===== src/rtl/dpram_reader_pkg.sv =====
// ---------------------------------------------------------------------------
// dpram_reader_pkg
// Shared types and constants for the port-B line buffer read engine.
//   rd_state_t  : command FSM states (IDLE, RUN, FINISH)
//   RD_LATENCY  : cycles from presenting an address on port B until the
//                 read data has been captured into the output FIFO; sizes the
//                 in-flight pipe and bounds the issue credit.
// ---------------------------------------------------------------------------
package dpram_reader_pkg;

  typedef enum logic [1:0] {
    IDLE   = 2'd0,
    RUN    = 2'd1,
    FINISH = 2'd2
  } rd_state_t;

  localparam int RD_LATENCY = 2;

endpackage


===== src/rtl/sync_fifo.sv =====
// ---------------------------------------------------------------------------
// sync_fifo
// Single-clock FIFO used as the output skid buffer of the line reader.
// Ports:
//   clk, resetn      : clock, asynchronous active-low reset (pointers/count)
//   wr_en, wr_data   : push request and data
//   rd_en, rd_data   : pop request and head-of-queue data (show-ahead)
//   count            : current occupancy (0..DEPTH)
//   full, empty      : occupancy flags
// A push and a pop in the same cycle are both performed.
// ---------------------------------------------------------------------------
module sync_fifo #(
  parameter  int WIDTH = 9,
  parameter  int DEPTH = 4,
  localparam int PTR_W = $clog2(DEPTH),
  localparam int CNT_W = PTR_W + 1
) (
  input  logic             clk,
  input  logic             resetn,
  input  logic             wr_en,
  input  logic [WIDTH-1:0] wr_data,
  input  logic             rd_en,
  output logic [WIDTH-1:0] rd_data,
  output logic [CNT_W-1:0] count,
  output logic             full,
  output logic             empty
);

  logic [WIDTH-1:0] mem_q [DEPTH];
  logic [PTR_W-1:0] wr_ptr_q, wr_ptr_d;
  logic [PTR_W-1:0] rd_ptr_q, rd_ptr_d;
  logic [CNT_W-1:0] count_q, count_d;
  logic             push, pop;

  assign full    = (count_q == CNT_W'(DEPTH));
  assign empty   = (count_q == '0);
  assign count   = count_q;
  assign rd_data = mem_q[rd_ptr_q];

  // A push into a full FIFO is only legal when the head leaves in the same cycle.
  assign push = wr_en && (!full || rd_en);
  assign pop  = rd_en && !empty;

  always_comb begin
    wr_ptr_d = push ? wr_ptr_q + 1'b1 : wr_ptr_q;
    rd_ptr_d = pop  ? rd_ptr_q + 1'b1 : rd_ptr_q;
    count_d  = count_q;
    case ({push, pop})
      2'b10:   count_d = count_q + 1'b1;
      2'b01:   count_d = count_q - 1'b1;
      default: count_d = count_q;
    endcase
  end

  always_ff @(posedge clk or negedge resetn) begin
    if (!resetn) begin
      wr_ptr_q <= '0;
      rd_ptr_q <= '0;
      count_q  <= '0;
    end else begin
      wr_ptr_q <= wr_ptr_d;
      rd_ptr_q <= rd_ptr_d;
      count_q  <= count_d;
    end
  end

  // Storage needs no reset: the pointers define which entries are live.
  always_ff @(posedge clk) begin
    if (push) begin
      mem_q[wr_ptr_q] <= wr_data;
    end
  end

endmodule


===== src/rtl/dpram_line_reader.sv =====
// ---------------------------------------------------------------------------
// dpram_line_reader
// Streams a run of sequential words out of port B of a dpram line buffer.
// Ports:
//   clk, resetn        : clock (shared with dpram clock_b), async active-low reset
//   start, base, len   : command strobe, first address, beat count (0 = none)
//   busy, done         : command in progress / one-cycle completion pulse
//   rd_addr, rd_data   : port-B address out, registered read data in
//   px_data, px_valid,
//   px_ready, px_last  : valid/ready pixel stream, last flags the final beat
// ---------------------------------------------------------------------------
module dpram_line_reader
  import dpram_reader_pkg::*;
#(
  parameter int ADDR_W = 8,
  parameter int DATA_W = 8,
  parameter int FIFO_D = 4
) (
  input  logic              clk,
  input  logic              resetn,
  input  logic              start,
  input  logic [ADDR_W-1:0] base,
  input  logic [ADDR_W:0]   len,
  output logic              busy,
  output logic              done,
  output logic [ADDR_W-1:0] rd_addr,
  input  logic [DATA_W-1:0] rd_data,
  output logic [DATA_W-1:0] px_data,
  output logic              px_valid,
  input  logic              px_ready,
  output logic              px_last
);

  localparam int CNT_W  = $clog2(FIFO_D) + 1;
  // The issuing cycle is pipe stage 1; only the later stages are registered.
  localparam int PIPE_N = RD_LATENCY - 1;

  rd_state_t         state_q, state_d;
  logic [ADDR_W-1:0] addr_q, addr_d;
  logic [ADDR_W:0]   issue_cnt_q, issue_cnt_d;
  logic [ADDR_W:0]   beat_cnt_q, beat_cnt_d;
  logic [PIPE_N-1:0] pipe_v_q, pipe_v_d;
  logic [PIPE_N-1:0] pipe_l_q, pipe_l_d;

  logic [CNT_W-1:0]  fifo_count;
  logic              fifo_full;
  logic              fifo_empty;
  logic [DATA_W:0]   fifo_rdata;
  logic [CNT_W:0]    in_flight;
  logic              credit_ok;
  logic              issue;
  logic              issue_last;
  logic              beat_xfer;

  assign busy     = (state_q == RUN);
  assign done     = (state_q == FINISH);
  assign rd_addr  = addr_q;
  assign px_valid = !fifo_empty;
  assign px_data  = fifo_rdata[DATA_W-1:0];
  assign px_last  = !fifo_empty && fifo_rdata[DATA_W];
  assign beat_xfer = px_valid && px_ready;

  // Reads already issued but not yet in the FIFO hold a reserved slot, so the
  // FIFO can absorb every outstanding read even if the consumer stalls.
  always_comb begin
    in_flight = '0;
    for (int i = 0; i < PIPE_N; i++) begin
      in_flight = in_flight + {{CNT_W{1'b0}}, pipe_v_q[i]};
    end
  end

  assign credit_ok  = ({1'b0, fifo_count} + in_flight) < (CNT_W + 1)'(FIFO_D);
  assign issue      = (state_q == RUN) && (issue_cnt_q != '0) && credit_ok;
  assign issue_last = issue && (issue_cnt_q == (ADDR_W + 1)'(1));

  always_comb begin
    pipe_v_d    = '0;
    pipe_l_d    = '0;
    pipe_v_d[0] = issue;
    pipe_l_d[0] = issue_last;
    for (int i = 1; i < PIPE_N; i++) begin
      pipe_v_d[i] = pipe_v_q[i-1];
      pipe_l_d[i] = pipe_l_q[i-1];
    end
  end

  always_comb begin
    state_d     = state_q;
    addr_d      = addr_q;
    issue_cnt_d = issue_cnt_q;
    beat_cnt_d  = beat_cnt_q;
    case (state_q)
      IDLE: begin
        if (start) begin
          if (len != '0) begin
            state_d     = RUN;
            addr_d      = base;
            issue_cnt_d = len;
            beat_cnt_d  = len;
          end else begin
            state_d = FINISH;
          end
        end
      end
      RUN: begin
        if (issue) begin
          addr_d      = addr_q + 1'b1;
          issue_cnt_d = issue_cnt_q - 1'b1;
        end
        if (beat_xfer) begin
          beat_cnt_d = beat_cnt_q - 1'b1;
          if (px_last) begin
            state_d = FINISH;
          end
        end
      end
      FINISH:  state_d = IDLE;
      default: state_d = IDLE;
    endcase
  end

  always_ff @(posedge clk or negedge resetn) begin
    if (!resetn) begin
      state_q     <= IDLE;
      addr_q      <= '0;
      issue_cnt_q <= '0;
      beat_cnt_q  <= '0;
      pipe_v_q    <= '0;
      pipe_l_q    <= '0;
    end else begin
      state_q     <= state_d;
      addr_q      <= addr_d;
      issue_cnt_q <= issue_cnt_d;
      beat_cnt_q  <= beat_cnt_d;
      pipe_v_q    <= pipe_v_d;
      pipe_l_q    <= pipe_l_d;
    end
  end

  sync_fifo #(
    .WIDTH (DATA_W + 1),
    .DEPTH (FIFO_D)
  ) u_fifo (
    .clk     (clk),
    .resetn  (resetn),
    .wr_en   (pipe_v_q[PIPE_N-1]),
    .wr_data ({pipe_l_q[PIPE_N-1], rd_data}),
    .rd_en   (beat_xfer),
    .rd_data (fifo_rdata),
    .count   (fifo_count),
    .full    (fifo_full),
    .empty   (fifo_empty)
  );

endmodule

===== config.mk =====
export PLATFORM = sky130hd
export DESIGN_NAME = dpram_line_reader
export DESIGN_NICKNAME = d
export VERILOG_FILES = /design/src/rtl/dpram_reader_pkg.sv /design/src/rtl/sync_fifo.sv /design/src/rtl/dpram_line_reader.sv
export SDC_FILE = /design/constraint.sdc
export NUM_CORES = 1
export LEC_CHECK = 0
export BUFFER_PORTS_ARGS = -buffer_cell sky130_fd_sc_hd__buf_2
export CAP_MARGIN = 20
export CELL_PAD_IN_SITES_DETAIL_PLACEMENT = 1
export CELL_PAD_IN_SITES_GLOBAL_PLACEMENT = 1
export CORE_ASPECT_RATIO = 2
export CORE_MARGIN = 2
export CORE_UTILIZATION = 40
export DETAILED_ROUTE_END_ITERATION = 12
export HOLD_SLACK_MARGIN = 0.12
export PLACE_DENSITY = 0.85
export SLEW_MARGIN = 20
export SYNTH_ARGS = -nofsm -noshare
export SYNTH_HDL_FRONTEND = slang
export SYNTH_SLANG_ARGS = --single-unit

===== constraint.sdc =====
create_clock -name clk -period 2.1 [get_ports clk]
set_input_delay 0.42 -clock clk [delete_from_list [all_inputs] [get_ports clk]]
set_output_delay 0.42 -clock clk [all_outputs]
set_load 0.01 [all_outputs]

## Yosys cells after proc, flatten, opt, wreduce, memory -nomap -nowiden

Memories as Yosys holds them, arrays and structs flattened.
Index checks and enable logic that the tools add are counted.

- Bits of input ports: 29
- Memory bits (read-only): 0
- Logic and storage cells: 62
- Latch bits: 0
- Memories kept: 1
- Flip-flop bits (word level): 28
- RAM bits: 36

Memory list:

| name | words | width | read ports | clocked after memory_dff | wr ports | line | text |
|---|---|---|---|---|---|---|---|
| u_fifo.mem_q | 4 | 9 | 1 | 0 | 1 | sync_fifo.sv:29 | `logic [WIDTH-1:0] mem_q [DEPTH];` |

- Div/mod/pow operators: 0
- Reduce and logical (&&, ||, !) cells: 18
- Bitwise operators: 0
- $mul: 0
- Multiplexer cells: 16
- Magnitude comparators: 1
- Add/sub/neg operators: 7
- Shifts and indexed selects: 0
- Equal/unequal tests: 11

Operator list:

| cell | count |
|---|---|
| two-way mux 9 bit | 3 |
| two-way mux 8 bit | 3 |
| one-hot mux 9 bit (2 select lines) | 1 |
| nonzero test 9 bit | 2 |
| one-hot mux 8 bit (2 select lines) | 1 |
| equality test 9 x 1 -> 1 bit (second input constant) | 1 |
| subtractor 9 x 1 -> 9 bit (second input constant) | 1 |
| adder 8 x 1 -> 8 bit (second input constant) | 1 |
| two-way mux 2 bit | 4 |
| logical AND 1 bit | 7 |
| != test 2 x 1 -> 1 bit (second input constant) | 3 |
| one-hot mux 3 bit (2 select lines) | 1 |
| adder 2 x 1 -> 2 bit (second input constant) | 2 |
| adder 3 x 1 -> 4 bit | 1 |
| equality test 2 x 1 -> 1 bit (second input constant) | 2 |
| equality test 2 bit (second input constant) | 2 |
| < comparator 4 x 3 -> 1 bit (second input constant) | 1 |
| != test 2 bit (second input constant) | 2 |
| one-hot mux 2 bit (2 select lines) | 1 |
| AND reduction 4 bit | 1 |
| nonzero test 2 bit | 2 |
| adder 3 x 1 -> 3 bit (second input constant) | 1 |
| equality test 3 bit (second input constant) | 1 |
| logical NOT 3 bit | 1 |
| 6 further kinds | 8 |

## Logic depth before layout (Yosys ltp)

- Depth after elaboration: 7
- Mapped depth: 9
- Mapped depth without buffers: 9

## By module

Synthesis repeated with hierarchy kept, for this count alone.

- Cells, all modules: 245
- Area total of the unflattened synthesis: 3,201.8 µm²

Modules (own cells, without submodules):

| module | seq. area each (µm²) | area each (µm²) | cells each | times used |
|---|---|---|---|---|
| sync_fifo | 1,256.2 | 1,730.4 | 85 | 1 |
| dpram_line_reader | 525.5 | 1,471.4 | 160 | 1 |

## Worst setup path after synthesis

Ideal clock, no wire load.

- Kind: register to register
- Start point: register u_fifo.count_q[0] (netlist: u_fifo.count[0])
- End point: register u_fifo.count_q[2] (netlist: u_fifo.count[2])
- Slack: 0.132 ns
- Path buffers: 0
- Period minus slack after synthesis: 1.968 ns
- Stages on the path, launching flop included: 9
- Library setup time: 0.080 ns
- Arrival: 1.888 ns
- Cell sequence: dfrtp_1 o41a_1 inv_1 ha_1 inv_1 fa_1 xor2_1 nor2_1 xnor2_1

- Longest elaborated chain between the ends: 7
- Elaborated cells on any way between the ends: 14
- Classes of those cells: 2 x add/sub; 3 x eq/ne; 1 x mux; 8 x reduce/logical

Ends and longest elaborated chain:

| item | line | text |
|---|---|---|
| from (decl) | sync_fifo.sv:32 | `logic [CNT_W-1:0] count_q, count_d;` |
| from (signal assigned) | sync_fifo.sv:63 | `count_q <= count_d;` |
| logical NOT 3 bit | sync_fifo.sv:36 | `assign empty = (count_q == '0);` |
| logical NOT 1 bit | sync_fifo.sv:42, dpram_line_reader.sv:58 |  |
| logical AND 1 bit | dpram_line_reader.sv:61 | `assign beat_xfer = px_valid && px_ready;` |
| logical OR 1 bit | sync_fifo.sv:41 | `assign push = wr_en && (!full \|\| rd_en);` |
| logical AND 1 bit | sync_fifo.sv:41 |  |
| equality test 2 x 1 -> 1 bit / equality test 2 bit (equally long branches) | sync_fifo.sv:48 | `case ({push, pop})` |
| one-hot mux 3 bit (2 select lines) / nonzero test 2 bit (equally long branches) | -- |  |

Several ways; a longest one is shown, not always the timed one.
A chain may end at the register's enable or synchronous reset.

## Final worst setup path

- Start point: register u_fifo.count_q[1] (netlist: u_fifo.count[1])
- End point: register u_fifo.count_q[2] (netlist: u_fifo.count[2])

Same word-level chain as after synthesis.

==> impl_results.md <==
- Outcome: finished clean
- Slew Viols, Final: 0
- Min-delay worst type: in -> async
- Pwr dens: 1620 mW/mm2
- Clk root buf: clkbuf_16
- Fin nets: 338
- CP delay by family, top: adder cells
- CTS clk-pin slew, worst paths: 0.06 ns
- Full die area: 0.00842 mm2
- Post-synth ARST share: 43.8%
- Synth Area per Inst: 13.0 um2
- Combinational power share: 43.2%
- R2R Setup Slk: 0.05 ns
- Cell Rows: 45
- Initial DRT Pass Iterations: 4
- Number of setup violations in the final report: 0
- Top cell type's share of synthesized area: 35.3%
- Antenna cells: 0
- GR peak layer: met2
- Ys flop type: edfxtp_1
- IO Port Bufs: 48
- Area leader, netlist: edfxtp_1
- Fraction of final layout cells sized beyond drive strength 1: 34.5%
- First-pass GRT wire length: 11,600 um
- Cell Chain, Critical Path: o41a_1 > inv_2 > ha_4 > inv_1 > fa_2 > xor2_1 > nor2_1 > xnor2_1
- TritonCTS buffer count: 9
- CP endpoint kind: register
- Psw: 0.00231 W
- Slew margin rel.: 52.5%
- Final Critical Period: 2.05 ns
- Post-synth EDFFs: 36
- Startpoint Class: register
- Initial antenna violation count: 0
- Sequential fraction of design power: 33.2%
- Sw Share: 38.1%
- Yosys warns: 0
- Antenna viol nets, final: 0
- Path depth of the worst reg2reg path: 8
- Clk_lat worst skew: 0.33 ns
- Post-Synthesis Cells: 236
- Clock Power Share: 23.6%
- Core area: 0.00749 mm2
- Yosys cell types: 46
- CP Data Required Time: 2.36 ns
- Post-Syn Area: 0.00306 mm2
- Internal: 0.00376 W
- Critical path depth in cells: 8
- Synth area leaders: edfxtp_1 35%, dfrtp_1 23%, mux4_2 6.6%, ha_1 3.7%, nand2_1 2.9%
- Worst R2R Start: u_fifo.count[1]
- Htree depth: 3
- Max Clk Rate: 487 MHz
- Final Hold Fails: 0
- Max FO, Critical Path: 3
- Maximum VDD drop: 0.850 mV
- Slowest CP cell: o41a_1
- Placer's final routability congestion estimate: 0.880
- Number of global-route vias before repair: 2,314
- Synth-to-Final Area Change: 22.1%
- Largest stage delay, worst path: 0.47 ns
- Met1 Use GR: 22.4%
- Slew @ Worst Pin: 0.706 ns
- Tot GR Track Use: 18.5%
- Max Cap Viol: 0
- Flops & latches, synth: 64
- Sequential-to-total area share from yosys stat: 58.2%
- Die W: 65.9 um
- Die Ht: 128 um
- Wire length per cell: 17.9 um
- Met2 Usage GRT: 30.7%
- Crit path kind: reg -> reg
- Final worst path period share: 97.8%
- Drt via density: 5.37
- Util after Layout: 49.9%
- CTS tree: yes
- Clk buf depth: 2
- Hold_buf cts: 0
- Leakage dissipation: 1.50 nW
- Total grt overflow: 0
- Worst Clk Skew: 0.00515 ns
- Number of I/O pins: 49
- Remaining DRCs: 0
- Vias: 2,137
- First DRT Iteration DRCs: 135
- Final wirelength: 7110 um
- Clock sink total: 64
- Dpl hpwl: 4810 um
- Final Cell Area: 0.00374 mm2
- Grt met3 use: 4.74%
- Dpl cell area: 0.00341 mm2
- Bufs and invs on worst path: 2
- Reg-to-reg critical path endpoint: u_fifo.count[2]
- Critical Path AT: 2.31 ns
- Initial Util: 40.9%
- Largest net degree at the start of global routing: 37
- Syn_nets: 275
[area by class of cell]
| type | instances | area [um2] |
|---|---|---|
| fill | 798 | 3750 |
| multi-input combinational | 153 | 1170 |
| timing repair buffer | 61 | 342 |
| clock buffer | 9 | 225 |
| clock inverter | 7 | 62.6 |
| inverter | 10 | 37.5 |
| tap | 94 | 118 |
| sequential | 64 | 1780 |
[flip-flops by register name, summed over array words and instances (netlist names)]
name / cells
u_fifo.rd_ptr_q: 2
rd_addr: 8
u_fifo.count: 3
pipe_l_q: 1
state_q: 2
issue_cnt_q: 9
u_fifo.mem_q: 36
pipe_v_q: 1
u_fifo.wr_ptr_q: 2
[cell usage after synthesis (6+ instances only)]
cell type,number
edfxtp_1,36
dfrtp_1,28
nand2_1,24
o21ai_0,13
a21oi_1,11
a21oi_2,10
nand3_1,10
nor2_1,10
ha_1,9
inv_1,9
mux4_2,9
and2_1,6
[power groups by stage]
| stage | logic, W | registers, W | clock network, W |
|---|---|---|---|
| floorplan | 0.00183 | 0.00198 | 0 |
| global placement | 0.00235 | 0.00198 | 0 |
| detailed placement | 0.00248 | 0.00202 | 0 |
| CTS | 0.00251 | 0.00201 | 0.00145 |
| global route | 0.00289 | 0.00206 | 0.00150 |
| finish | 0.00262 | 0.00201 | 0.00143 |
[kinds of logic (layout without fill, tap and decap cells)]
group,Yosys count,count (layout),share of synthesized area [%]
AO/OA/AOI/OAI,49,49,10.8
XOR/XNOR,6,6,1.72
adder cells (fa/ha/maj),10,10,4.33
buffers and inverters,19,87,4.37
flip-flops,64,64,58.2
multiplexers,13,13,7.92
AND/OR/NAND/NOR,75,75,12.7
[through the flow]
step                      hold WS (ns)  setup slack [ns]  total power, W  TNS, ns  std cells
after floorplan                  0.124             0.132         0.00381        0        236
final                            0.110            0.0468         0.00607        0        398
after global routing             0.168           -0.0711         0.00645  -0.0826        398
after global placement           0.451             0.118         0.00433        0        380
after detailed placement         0.466            0.0283         0.00450        0        380
after CTS                        0.132           0.00737         0.00597        0        396
[metal layers]
layer / vias up / share of wire (%)
met5: - / 0
met4: 0 / 2.0
met3: 12 / 4.0
met2: 38 / 54
met1: 1083 / 40
li1: 1004 / -
[worst reg2reg max path, stage by stage, from the launching register on]
cell and delay [ns]:
dfrtp_1 0.40, o41a_1 0.47, inv_2 0.09, ha_4 0.14
inv_1 0.06, fa_2 0.35, xor2_1 0.17, nor2_1 0.18
xnor2_1 0.13
[how the worst max path moves through the flow]
stage / startpoint / end / slack (ns)
2_1_floorplan: u_fifo.count[0] / u_fifo.count[2] / 0.13
3_3_place_gp: px_ready / u_fifo.count[2] / 0.12
3_5_place_dp: px_ready / u_fifo.count[2] / 0.03
4_1_cts: u_fifo.count[0] / u_fifo.count[2] / 0.007
5_1_grt: u_fifo.count[0] / u_fifo.count[2] / -0.07
6_report: u_fifo.count[1] / u_fifo.count[2] / 0.05
[repair_timing]
item                       4_1_cts  5_1_grt
pin swaps                        0        3
cloned                           0        0
setup endpoints to repair        8        5
resized for setup                2        6
setup buffers                    0        2
[layout by cell type, fill, tap and decap left out, types with 2 or more instances in the layout]
cell / instances
ha_1: 8
mux2i_1: 4
inv_2: 2
a21oi_1: 11
buf_2: 48
nor3_1: 4
nand3_1: 10
edfxtp_1: 36
a21oi_2: 10
o21ai_0: 13
o22ai_1: 4
mux4_2: 9
nand2_1: 24
nor2b_1: 2
xnor2_1: 4
a31oi_1: 2
clkbuf_16: 9
and3_1: 3
buf_4: 12
xor2_1: 2
or2b_2: 2
clkinv_1: 3
nor4_1: 3
nand4_1: 4
inv_1: 8
nor2_1: 10
dfrtp_1: 27
and2_1: 5
(Power assumes the default switching activity.)
